### src/rtl/timer_mc.sv
// timer_mc: N_CH-channel down-counting timer, one-shot/auto-reload, W1C IRQ.
// Define TIMER_MC_PRESCALE_EN for an 8-bit per-channel prescaler in CTRL[15:8].
module timer_mc #(
  parameter int N_CH    = 2,
  parameter int CH_BITS = 1,
  parameter int CNT_W   = 32
) (
  input  logic               clk,
  input  logic               reset,
  input  logic [CH_BITS+3:2] addr,
  input  logic               we,
  input  logic [31:0]        Din,
  output logic [31:0]        Dout,
  output logic               IntReq
);

  typedef enum logic [1:0] {
    S_IDLE = 2'd0,
    S_LOAD = 2'd1,
    S_CNT  = 2'd2,
    S_INT  = 2'd3
  } st_t;

  localparam logic [1:0] R_CTRL = 2'd0;
  localparam logic [1:0] R_PRE  = 2'd1;
  localparam logic [1:0] R_CNT  = 2'd2;
  localparam logic [1:0] R_ST   = 2'd3;

  logic [CH_BITS-1:0] ch;
  logic [1:0]         rs;
  logic [31:0]        ch_rd [N_CH];
  logic [N_CH-1:0]    irq;
  logic               unused_din;

  assign ch = addr[CH_BITS+3:4];
  assign rs = addr[3:2];
  assign unused_din = ^Din;

  for (genvar g = 0; g < N_CH; g++) begin : g_ch
    logic             sel;
    logic             wr_ctrl;
    logic             wr_pre;
    logic             wr_st;
    logic             en_q;
    logic             im_q;
    logic [1:0]       mode_q;
    logic [CNT_W-1:0] pre_q;
    logic [CNT_W-1:0] cnt_q;
    logic             pend_q;
    st_t              st_q;
    st_t              st_d;
    logic             en_eff;
    logic             auto_rl;
    logic             tick;
    logic             do_load;
    logic             do_dec;
    logic             set_pend;
    logic             clr_en;
    logic [31:0]      rd;

    assign sel     = we && (ch == CH_BITS'(g));
    assign wr_ctrl = sel && (rs == R_CTRL);
    assign wr_pre  = sel && (rs == R_PRE);
    assign wr_st   = sel && (rs == R_ST);
    // a CTRL write on this edge overrides the stored EN for abort decisions
    assign en_eff  = wr_ctrl ? Din[0] : en_q;
    assign auto_rl = (mode_q == 2'b01);

`ifdef TIMER_MC_PRESCALE_EN
    logic [7:0] s_q;
    logic [7:0] psc_q;

    assign tick = (psc_q == 8'd0);

    // prescale value and live prescale counter
    always_ff @(posedge clk or negedge reset) begin
      if (!reset) begin
        s_q   <= 8'd0;
        psc_q <= 8'd0;
      end else begin
        if (wr_ctrl)
          s_q <= Din[15:8];
        if (do_load)
          psc_q <= s_q;
        else if (en_eff && st_q == S_CNT)
          psc_q <= tick ? s_q : psc_q - 8'd1;
      end
    end
`else
    assign tick = 1'b1;
`endif

    // state register
    always_ff @(posedge clk or negedge reset) begin
      if (!reset)
        st_q <= S_IDLE;
      else
        st_q <= st_d;
    end

    // next-state logic; a cleared EN forces IDLE from any state
    always_comb begin
      st_d = st_q;
      unique case (st_q)
        S_IDLE: if (en_q) st_d = S_LOAD;
        S_LOAD: st_d = S_CNT;
        S_CNT:  if (tick && cnt_q == '0) st_d = S_INT;
        S_INT:  st_d = auto_rl ? S_LOAD : S_IDLE;
        default: st_d = S_IDLE;
      endcase
      if (!en_eff)
        st_d = S_IDLE;
    end

    // per-state actions, suppressed on the abort edge
    always_comb begin
      do_load  = 1'b0;
      do_dec   = 1'b0;
      set_pend = 1'b0;
      clr_en   = 1'b0;
      if (en_eff) begin
        unique case (st_q)
          S_LOAD: do_load = 1'b1;
          S_CNT: begin
            do_dec   = tick && (cnt_q != '0);
            set_pend = tick && (cnt_q == '0);
          end
          S_INT: clr_en = !auto_rl;
          default: ;
        endcase
      end
    end

    // CTRL/PRESET/COUNT/PEND; software CTRL write beats the one-shot EN clear
    always_ff @(posedge clk or negedge reset) begin
      if (!reset) begin
        en_q   <= 1'b0;
        im_q   <= 1'b0;
        mode_q <= 2'b00;
        pre_q  <= '0;
        cnt_q  <= '0;
        pend_q <= 1'b0;
      end else begin
        if (wr_ctrl) begin
          en_q   <= Din[0];
          mode_q <= Din[2:1];
          im_q   <= Din[3];
        end else if (clr_en) begin
          en_q <= 1'b0;
        end
        if (wr_pre)
          pre_q <= Din[CNT_W-1:0];
        if (do_load)
          cnt_q <= pre_q;
        else if (do_dec)
          cnt_q <= cnt_q - CNT_W'(1);
        if (set_pend)
          pend_q <= 1'b1;
        else if (wr_st && Din[0])
          pend_q <= 1'b0;
      end
    end

    // read word for this channel
    always_comb begin
      rd = 32'd0;
      unique case (rs)
        R_CTRL: begin
          rd[3:0] = {im_q, mode_q, en_q};
`ifdef TIMER_MC_PRESCALE_EN
          rd[15:8] = s_q;
`endif
        end
        R_PRE: rd = 32'(pre_q);
        R_CNT: rd = 32'(cnt_q);
        R_ST: begin
          rd[3:0] = {1'b0, st_q, pend_q};
`ifdef TIMER_MC_PRESCALE_EN
          rd[15:8] = psc_q;
`endif
        end
        default: rd = 32'd0;
      endcase
    end

    assign ch_rd[g] = rd;
    assign irq[g]   = pend_q & im_q;
  end

  // channel read mux; unpopulated channels read zero
  always_comb begin
    Dout = 32'd0;
    for (int i = 0; i < N_CH; i++)
      if (ch == CH_BITS'(i))
        Dout = ch_rd[i];
  end

  // registered interrupt request
  always_ff @(posedge clk or negedge reset) begin
    if (!reset)
      IntReq <= 1'b0;
    else
      IntReq <= |irq;
  end

endmodule

### config.mk
export PLATFORM = sky130hd
export DESIGN_NAME = timer_mc
export DESIGN_NICKNAME = d
export VERILOG_FILES = /design/src/rtl/timer_mc.sv
export SDC_FILE = /design/constraint.sdc
export NUM_CORES = 1
export LEC_CHECK = 0
export CORE_UTILIZATION = 59
export DETAILED_ROUTE_END_ITERATION = 8
export PLACE_DENSITY_LB_ADDON = 0.08
export SYNTH_ARGS = -nofsm -noshare
export SYNTH_HDL_FRONTEND = slang
export SYNTH_SLANG_ARGS = --single-unit
### constraint.sdc
create_clock -name clk -period 3.4 [get_ports clk]
set_clock_uncertainty 0.15 [all_clocks]
set_input_delay 0.85 -clock clk [delete_from_list [all_inputs] [get_ports clk]]
set_output_delay 0.85 -clock clk [all_outputs]
set_load 0.01 [all_outputs]
==> metrics.csv <==
metric,value,unit
status,"finished, final reports clean",
cts bufs inserted,17,
Tightest Hold Check Type,input port to asynchronous set/reset pin,
"Async S/R FF share, synth",100,%
largest net degree at the start of global routing,68,
WL/cell,25.2,um
initial core utilization,61.0,%
worst-path maximum fanout,14,
period utilisation layout,99.1,%
Pins Over Slew Limit,0,
fin crit period,3.37,ns
fraction of layout cells with a size suffix above 1,25.3,%
die width,120,um
total track usage,40.9,%
via/cell ratio,7.33,
Non-Filler Instances,1113,
DRC errors left,0,
Final ANT Viol Nets,0,
Worst EP arrival,2.37,ns
sequential share of the synthesized area,43.8,%
Synth Cell Area,0.00818,sq mm
P per Cell Area,711,mW/mm^2
worst skew pair latency,0.43,ns
Max-cap violations,0,
CTS tree,yes,
register area,0.00358,sq mm
post-route cell area,0.0103,sq mm
"wirelength, routed",28.1,mm
Die Area,0.0143,sq mm
Mean Syn Cell Area,9.96,sq um
final hold violation count,0,
P&R area growth vs syn,26.1,%
Die Span Y,120,um
clk buf depth,2,
static leakage,4.31,nW
DP Area,0.00955,sq mm
"CTS clk-pin slew, worst paths",0.06,ns
Syn. warnings,0,
cts-stage hold buffer count,0,
total gr overflow,0,
ys flop type,dfrtp_1,
initial antenna violation count,0,
Seq cells post-synth,143,
final net count,977,
dpl hpwl,19.9,mm
DR iter-0 viols,1374,
CP required,2.40,ns
top-area cell type share of the netlist area,43.8,%
DP Cell Count,1080,
vias in the first global route,7939,
VDD IR-drop max,0.455,mV
CTS sink count,143,
H-Tree Depth,4,
number of synthesized flops with an enable pin,0,
vias,8157,
Fin Hold WS,0.214,ns
clock root buffer,clkbuf_16,
fmax,297,MHz
FILL cells,930,
fin util,76.9,%
count of cell types in the netlist,70,
Worst-Margin Slew,0.961,ns
# rows,42,
synth top area cells,"dfrtp_1, mux2_2, a221oi_1",
Mapped Cells,821,
Yosys top cell by area,dfrtp_1,
CP Launch Type,input port,
max_slew headroom,35.3,%
Multi-input gate area,0.00440,sq mm
Worst setup EP type,primary output,
Syn Nets,875,
port bufs,70,
gpl congestion,0.994,
# setup viols final,0,
core area,0.0134,sq mm
CP Class,input port to primary output,
first-pass GRT wire length,44.5,mm
router iterations before antenna repair,6,
Ports,71,
worst max-delay path: stages:
cell	delay, ns
buf_2	0.13
inv_1	0.09
buf_4	0.14
ha_1	0.31
inv_4	0.11
buf_12	0.17
nor3_1	0.22
dlygate4sd2_1	0.33
synthesized netlist by cell type, types with 3 or more instances:
master	instances
a32oi_1	7
mux2i_1	3
o311ai_0	11
ha_1	16
a21oi_1	28
nand4_1	6
or2_2	4
nand2_1	62
a22o_1	3
mux2_2	68
a222oi_1	6
o31ai_1	10
o211ai_1	14
inv_1	21
dfrtp_1	143
nand2b_1	3
nor4_2	3
clkbuf_1	46
a22oi_1	10
or3_1	16
buf_1	8
nor3b_1	4
o221a_2	3
nand4b_1	3
a311oi_1	6
a211oi_1	5
a221o_1	16
o21ai_0	37
nor2_1	45
a221oi_1	58
mux4_2	3
buf_2	8
nand3_1	26
or4_1	11
nor3_1	52
a31oi_1	4
nand3b_1	3
nor4_1	11
layout by cell type, fill, tap and decap left out, drive strengths merged, types with 23 or more instances in the layout:
cell type,count
nor2,46
clkdlybuf4s50,34
nand2,63
mux2,68
a21oi,28
buf,84
dfrtp,143
a221oi,58
nand3,26
dlygate4sd2,25
clkbuf,23
nor3,53
o21ai,39
path summary, 6_finish.rpt:
kind,startpoint,to,slack (ns),depth (start not counted)
setup reg to reg,g_ch[1].cnt_q[0],g_ch[1].cnt_q[29],0.22,10
hold / removal,reset,g_ch[1].cnt_q[27],0.21,1
setup / recovery,addr[3],Dout[19],0.03,8
hold reg to reg,g_ch[0].mode_q[0],g_ch[0].mode_q[0],0.38,1
min in group clk,g_ch[0].mode_q[0],g_ch[0].mode_q[0],0.38,1
max in group asynchronous,reset,g_ch[0].cnt_q[11],2.05,2
through the flow:
stage | power, mW | TNS [ns] | setup slack, ns
final | 7.33 | 0 | 0.0306
after global routing | 7.66 | -0.00675 | -0.00675
after CTS | 7.24 | 0 | 0.00175
after detailed placement | 5.21 | -20.28 | -0.735
after global placement | 5.10 | -19.16 | -0.640
after floorplan | 4.22 | 0 | 0.0550
power by group:
group,leakage (nW),internal (mW),total (mW),switching [mW]
Clock,0.292,1.26,2.01,0.745
Combinational,2.26,1.03,2.18,1.15
Sequential,1.75,2.24,3.14,0.894
Total,4.31,4.54,7.33,2.79
cells by family after synthesis:
| logic type | count (synthesis) | synth area share [%] |
|---|---|---|
| compound gates | 236 | 22.0 |
| fa+ha+maj | 16 | 2.45 |
| buf+inv | 88 | 4.31 |
| flops | 143 | 43.8 |
| mux | 74 | 10.6 |
| simple gates | 264 | 17.0 |
final cells by class:
class                           instances  area share, %
Multi-Input combinational cell        590           42.7
Sequential cell                       143           34.7
Timing Repair Buffer                  148           13.5
Clock buffer                           22           4.50
Tap cell                              176           2.14
Clock inverter                         10           1.55
Inverter                               23          0.874
Antenna cell                            1         0.0243
layer usage:
metal | vias to the layer above | wire, um | global-route usage, %
met1 | 3976 | 10500 | 51.4
met4 | 0 | 1210 | 18.4
met5 | - | 0 | 0
li1 | 3431 | - | -
met2 | 640 | 13700 | 67.7
met3 | 110 | 2710 | 8.51
timing repair:
| item | 4_1_cts | 5_1_grt |
|---|---|---|
| pin swaps | 6 | 4 |
| setup buffers | 1 | 0 |
| endpoints found under the setup margin | 32 | 12 |
| gates resized for setup | 81 | 16 |
| gates cloned | 0 | 0 |
flip-flops by register name, summed over array words and instances (netlist names):
signal	flops
IntReq	1
g_ch.st_q	4
g_ch.pend_q	2
g_ch.mode_q	4
g_ch.en_q	2
g_ch.cnt_q	64
g_ch.im_q	2
g_ch.pre_q	64
(Power assumes the default switching activity.)
